### src/rtl/pt_walk_arbiter.sv
// pt_walk_arbiter: round-robin arbiter sharing one page-table lookup port between two TLB miss requesters, with walk timeout.
// Ports: clk, rst_n (sync, active-low); RQST0/1 + LOOKUP0/1 from requesters;
// COMPLETE0/1, RECV0/1, FAULT0/1 back to requesters; PT_RQST/PT_LOOKUP to and
// PT_RECV/PT_COMPLETE from the page table; BUSY, GRANT_ID, FAULT_CNT status.
module pt_walk_arbiter #(
  parameter int TIMEOUT = 64
) (
  input  logic       clk,
  input  logic       rst_n,
  input  logic       RQST0,
  input  logic       RQST1,
  input  logic [4:0] LOOKUP0,
  input  logic [4:0] LOOKUP1,
  output logic       COMPLETE0,
  output logic       COMPLETE1,
  output logic [9:0] RECV0,
  output logic [9:0] RECV1,
  output logic       FAULT0,
  output logic       FAULT1,
  output logic       PT_RQST,
  output logic [4:0] PT_LOOKUP,
  input  logic [9:0] PT_RECV,
  input  logic       PT_COMPLETE,
  output logic       BUSY,
  output logic       GRANT_ID,
  output logic [7:0] FAULT_CNT
);
  typedef enum logic [1:0] {IDLE, WAIT, RESP, ABORT} state_t;
  typedef struct packed {
    state_t     state;
    logic [7:0] cnt;
    logic       ptr;
    logic       grant;
    logic       pt_rqst;
    logic [4:0] pt_lookup;
    logic       complete0;
    logic       complete1;
    logic       fault0;
    logic       fault1;
    logic [9:0] recv0;
    logic [9:0] recv1;
    logic [7:0] fault_cnt;
    logic       busy;
  } regs_t;
  localparam logic [7:0] LAST = 8'(TIMEOUT - 1);
  regs_t r, n;
  logic pick;
  // On a tie the requester that did not win last time gets the port.
  assign pick = (RQST0 & RQST1) ? ~r.ptr : RQST1;
  always_ff @(posedge clk) begin
    if (!rst_n) begin
      r <= '0;
      r.ptr <= 1'b1;
    end else r <= n;
  end
  always_comb begin
    n = r;
    n.complete0 = 1'b0;
    n.complete1 = 1'b0;
    n.fault0 = 1'b0;
    n.fault1 = 1'b0;
    case (r.state)
      IDLE: if (RQST0 | RQST1) begin
        n.state = WAIT;
        n.grant = pick;
        n.ptr = pick;
        n.pt_rqst = 1'b1;
        n.pt_lookup = pick ? LOOKUP1 : LOOKUP0;
        n.cnt = '0;
      end
      // Completion is tested first so it wins over a coincident timeout.
      WAIT: if (PT_COMPLETE) begin
        n.state = RESP;
        n.pt_rqst = 1'b0;
        n.pt_lookup = '0;
        n.complete0 = ~r.grant;
        n.complete1 = r.grant;
        n.recv0 = r.grant ? r.recv0 : PT_RECV;
        n.recv1 = r.grant ? PT_RECV : r.recv1;
      end else if (r.cnt == LAST) begin
        n.state = ABORT;
        n.pt_rqst = 1'b0;
        n.pt_lookup = '0;
        n.fault0 = ~r.grant;
        n.fault1 = r.grant;
        n.fault_cnt = r.fault_cnt + {7'd0, ~&r.fault_cnt};
      end else n.cnt = r.cnt + 8'd1;
      default: n.state = IDLE;
    endcase
    n.busy = n.state != IDLE;
  end
  assign COMPLETE0 = r.complete0;
  assign COMPLETE1 = r.complete1;
  assign RECV0 = r.recv0;
  assign RECV1 = r.recv1;
  assign FAULT0 = r.fault0;
  assign FAULT1 = r.fault1;
  assign PT_RQST = r.pt_rqst;
  assign PT_LOOKUP = r.pt_lookup;
  assign BUSY = r.busy;
  assign GRANT_ID = r.grant;
  assign FAULT_CNT = r.fault_cnt;
endmodule

### config.mk
export PLATFORM = sky130hd
export DESIGN_NAME = pt_walk_arbiter
export DESIGN_NICKNAME = d
export VERILOG_FILES = /design/src/rtl/pt_walk_arbiter.sv
export SDC_FILE = /design/constraint.sdc
export NUM_CORES = 1
export LEC_CHECK = 0
export CAP_MARGIN = 30
export CORE_UTILIZATION = 50
export DETAILED_ROUTE_END_ITERATION = 16
export DONT_BUFFER_PORTS = 1
export PLACE_DENSITY_LB_ADDON = 0.2
export SLEW_MARGIN = 10
export SYNTH_ARGS = -nofsm -noshare
export SYNTH_HDL_FRONTEND = slang
export SYNTH_SLANG_ARGS = --single-unit
### constraint.sdc
create_clock -name clk -period 3.89 [get_ports clk]
set_input_delay 0 -clock clk [delete_from_list [all_inputs] [get_ports clk]]
set_output_delay 0 -clock clk [all_outputs]
set_load 0.05 [all_outputs]
==> impl_metrics.toml <==
[outcome]
outcome = "completed"

[route]
vias_per_cell = 5.43
firstDrtPassIters = 5
wl_per_cell_um = 14.8
antenna_left = 0
routed_wl_mm = 5.01
drc = 0
drtIter0Drc = 81
num_vias = 1842

[sta]
rsz0062_at_grt = "no"
finalSetupViolations = 0
timing.final.crit_share = 0.603
hold_viol = 0
max_freq_mhz = 426
skew_ns = 0.00892
drv_slew = 0
worstMarginPinSlew_ns = 0.790
tns_ns = 0
slew-limit-headroom = 0.472
post-route-min-period_ns = 2.35

[worst_setup_path]
critical_path.max_fanout = 6
slowest_stage = "dfxtp_1"
critical_path_class = "reg -> reg"
startpoint_type = "flop"
cpMostUsedCell = "nand4_1"
required_ns = 4.12
cpPeakStageDelay_ns = 0.72
path_cells = "nand4_1, or2_2, inv_1, nand4_1, ha_1, ha_1, nand4_1, o21ai_0, a21oi_1"
cp-end-kind = "flop"
arrival_ns = 2.57

[clock_tree]
cts_resized = 0
path_clk_slew_ns = 0.09
numCtsBuffers = 5
root_buffer = "clkbuf_8"
clock-sinks = 51
h-tree-depth = 2
clk_latency_ns = 0.30
cts_tree = "yes"
clockBufferDepth = 2

[power]
p_leak_nw = 0.917
ir_drop_uv = 154
power_per_cell_area_mw_per_mm2 = 411

[logic_synthesis]
ys_warn_count = 0
ys_async_sr_fraction = 0
yosysSeqAreaShare = 0.412
ys_types = 51
synth_top_cell_by_area = "dfxtp_1"
syn_area_mm2 = 0.00248
synth_top_area_frac = 0.412
synth_area_leaders = "dfxtp_1 (41%), buf_4 (10%), nand2_1 (8.2%)"
synth_fp_nets = 318
synth_edf_count = 0
synth_area_per_cell_um2 = 8.55
synthFlopType = "dfxtp_1"
netlist_instances = 290
synth-seq-cells = 51

[die]
die_area_mm2 = 0.00525
die_w_um = 72.4
initial_core_util = 0.522
num_rows = 25
io_pins = 65
die_y_um = 72.4
coreArea_mm2 = 0.00475

[cells_and_area]
areaGrowthSynthToFinish_pct = 4.19
layout-drive-gt1-share = 0.0772
fill_cells = 448
layout_commonest_cell = "nand2_1"
nets = 300
final_cell_mix = "nand2_1 (54), dfxtp_1 (51), a21oi_1 (30)"
finalNonFillerCells = 339
n_antenna_cell = 0

[global_routing]
grtUsageTotal = 0.194
use_met3 = 0.0556
met2_usage = 0.322
antenna_found_initial = 0
grt_pass1_vias = 1713
gr-total-overflow = 0
busiest_layer = "met2"
grt_max_degree = 25
grt_pass1_wl_mm = 7.91
groute.layer.met1.usage = 0.241

[worst_hold_path]
worstHoldPathType = "in -> reg"

[placement]
hpwl_mm = 3.32
port-buffer-count = 0
post-place-cells = 311
routabilityCongestion = 0.792

[flow_run]
cap_violations = 0
-- metrics by stage --
stage	utilization	power, mW	setup slack [ns]	hold slack (ns)	area (um2)
final	0.543	1.06	1.54	0.0170	2580
after global routing	0.543	1.11	1.37	0.0290	2580
after CTS	0.543	1.07	1.55	0.00337	2580
after detailed placement	0.477	0.692	1.58	0.143	2270
after global placement	0.471	0.688	1.62	0.139	2240
after floorplan	-	0.698	2.21	0.136	2480
-- state kept, by name, indices dropped and copies added (netlist names) --
signal     flops
r             11
RECV1         10
COMPLETE0      1
FAULT_CNT      8
GRANT_ID       1
RECV0         10
PT_RQST        1
FAULT1         1
PT_LOOKUP      5
COMPLETE1      1
FAULT0         1
BUSY           1
-- power by group --
part	internal, mW	switching, mW	total, mW
combinational	0.0468	0.0541	0.101
clock	0.188	0.169	0.357
sequential	0.539	0.0643	0.603
total	0.774	0.288	1.06
-- cell families after synthesis --
logic type,Yosys count,synth area share
AND/OR/NAND/NOR,114,0.245
AO/OA/AOI/OAI,57,0.141
buffers and inverters,53,0.140
flip-flops,51,0.412
multiplexers,11,0.0444
adder cells (fa/ha/maj),3,0.0151
XOR/XNOR,1,0.00353
-- what timing repair did --
| action | 4_1_cts | 5_1_grt |
|---|---|---|
| setup buffers | 0 | 0 |
| hold buffers | 21 | 0 |
| endpoints found under the hold margin | 40 | 0 |
-- metal layers --
layer,wire length [um],share of wire
met1,2260,0.45
met2,2340,0.47
met3,339,0.068
met4,65,0.013
met5,0,0
-- area by class of cell --
class / instances / area, um2 / share of cell area
Clock inverter: 2 / 37.5 / 0.0145
Sequential cell: 51 / 1020 / 0.395
Clock buffer: 5 / 68.8 / 0.0266
Multi-Input combinational cell: 186 / 1110 / 0.431
Tap cell: 67 / 83.8 / 0.0324
Inverter: 6 / 22.5 / 0.00872
Timing Repair Buffer: 22 / 238 / 0.0920
-- Yosys cell counts, types with 2 or more instances --
cell      count
ha_1          3
nor2b_1       2
nor3_1        3
a21oi_1      30
nand3_1       8
or2_1         3
nand2_1      54
nand4_1       6
a21o_1        2
nor3b_4       2
buf_2         4
inv_1         5
o21ai_0       8
or3_1         7
mux2i_1      11
dfxtp_1      51
a22oi_1       2
a211o_1       2
nor2_1       10
buf_4        34
and3_1        3
and2_1        2
and4_1        2
or2_2         2
buf_6         2
clkbuf_1      7
-- critical path, delay by kind of cell (launching register included) --
| kind | cells | cell delay (ns) |
|---|---|---|
| DFF | 1 | 0.72 |
| buffers and inverters | 1 | 0.06 |
| adders and majority gates | 2 | 0.44 |
| AOI/OAI and AO/OA | 2 | 0.27 |
| and+or+nand+nor | 4 | 0.79 |
-- path summary, 6_finish.rpt --
check | end | startpoint | slack, ns | cells after the start
setup / recovery | FAULT_CNT[6] | FAULT_CNT[3] | 1.54 | 9
hold / removal | PT_LOOKUP[2] | LOOKUP0[2] | 0.02 | 3
setup reg to reg | FAULT_CNT[6] | FAULT_CNT[3] | 1.54 | 9
hold reg to reg | r[47] | r[47] | 0.53 | 2
No activity file was read; power rests on OpenSTA's default activity.
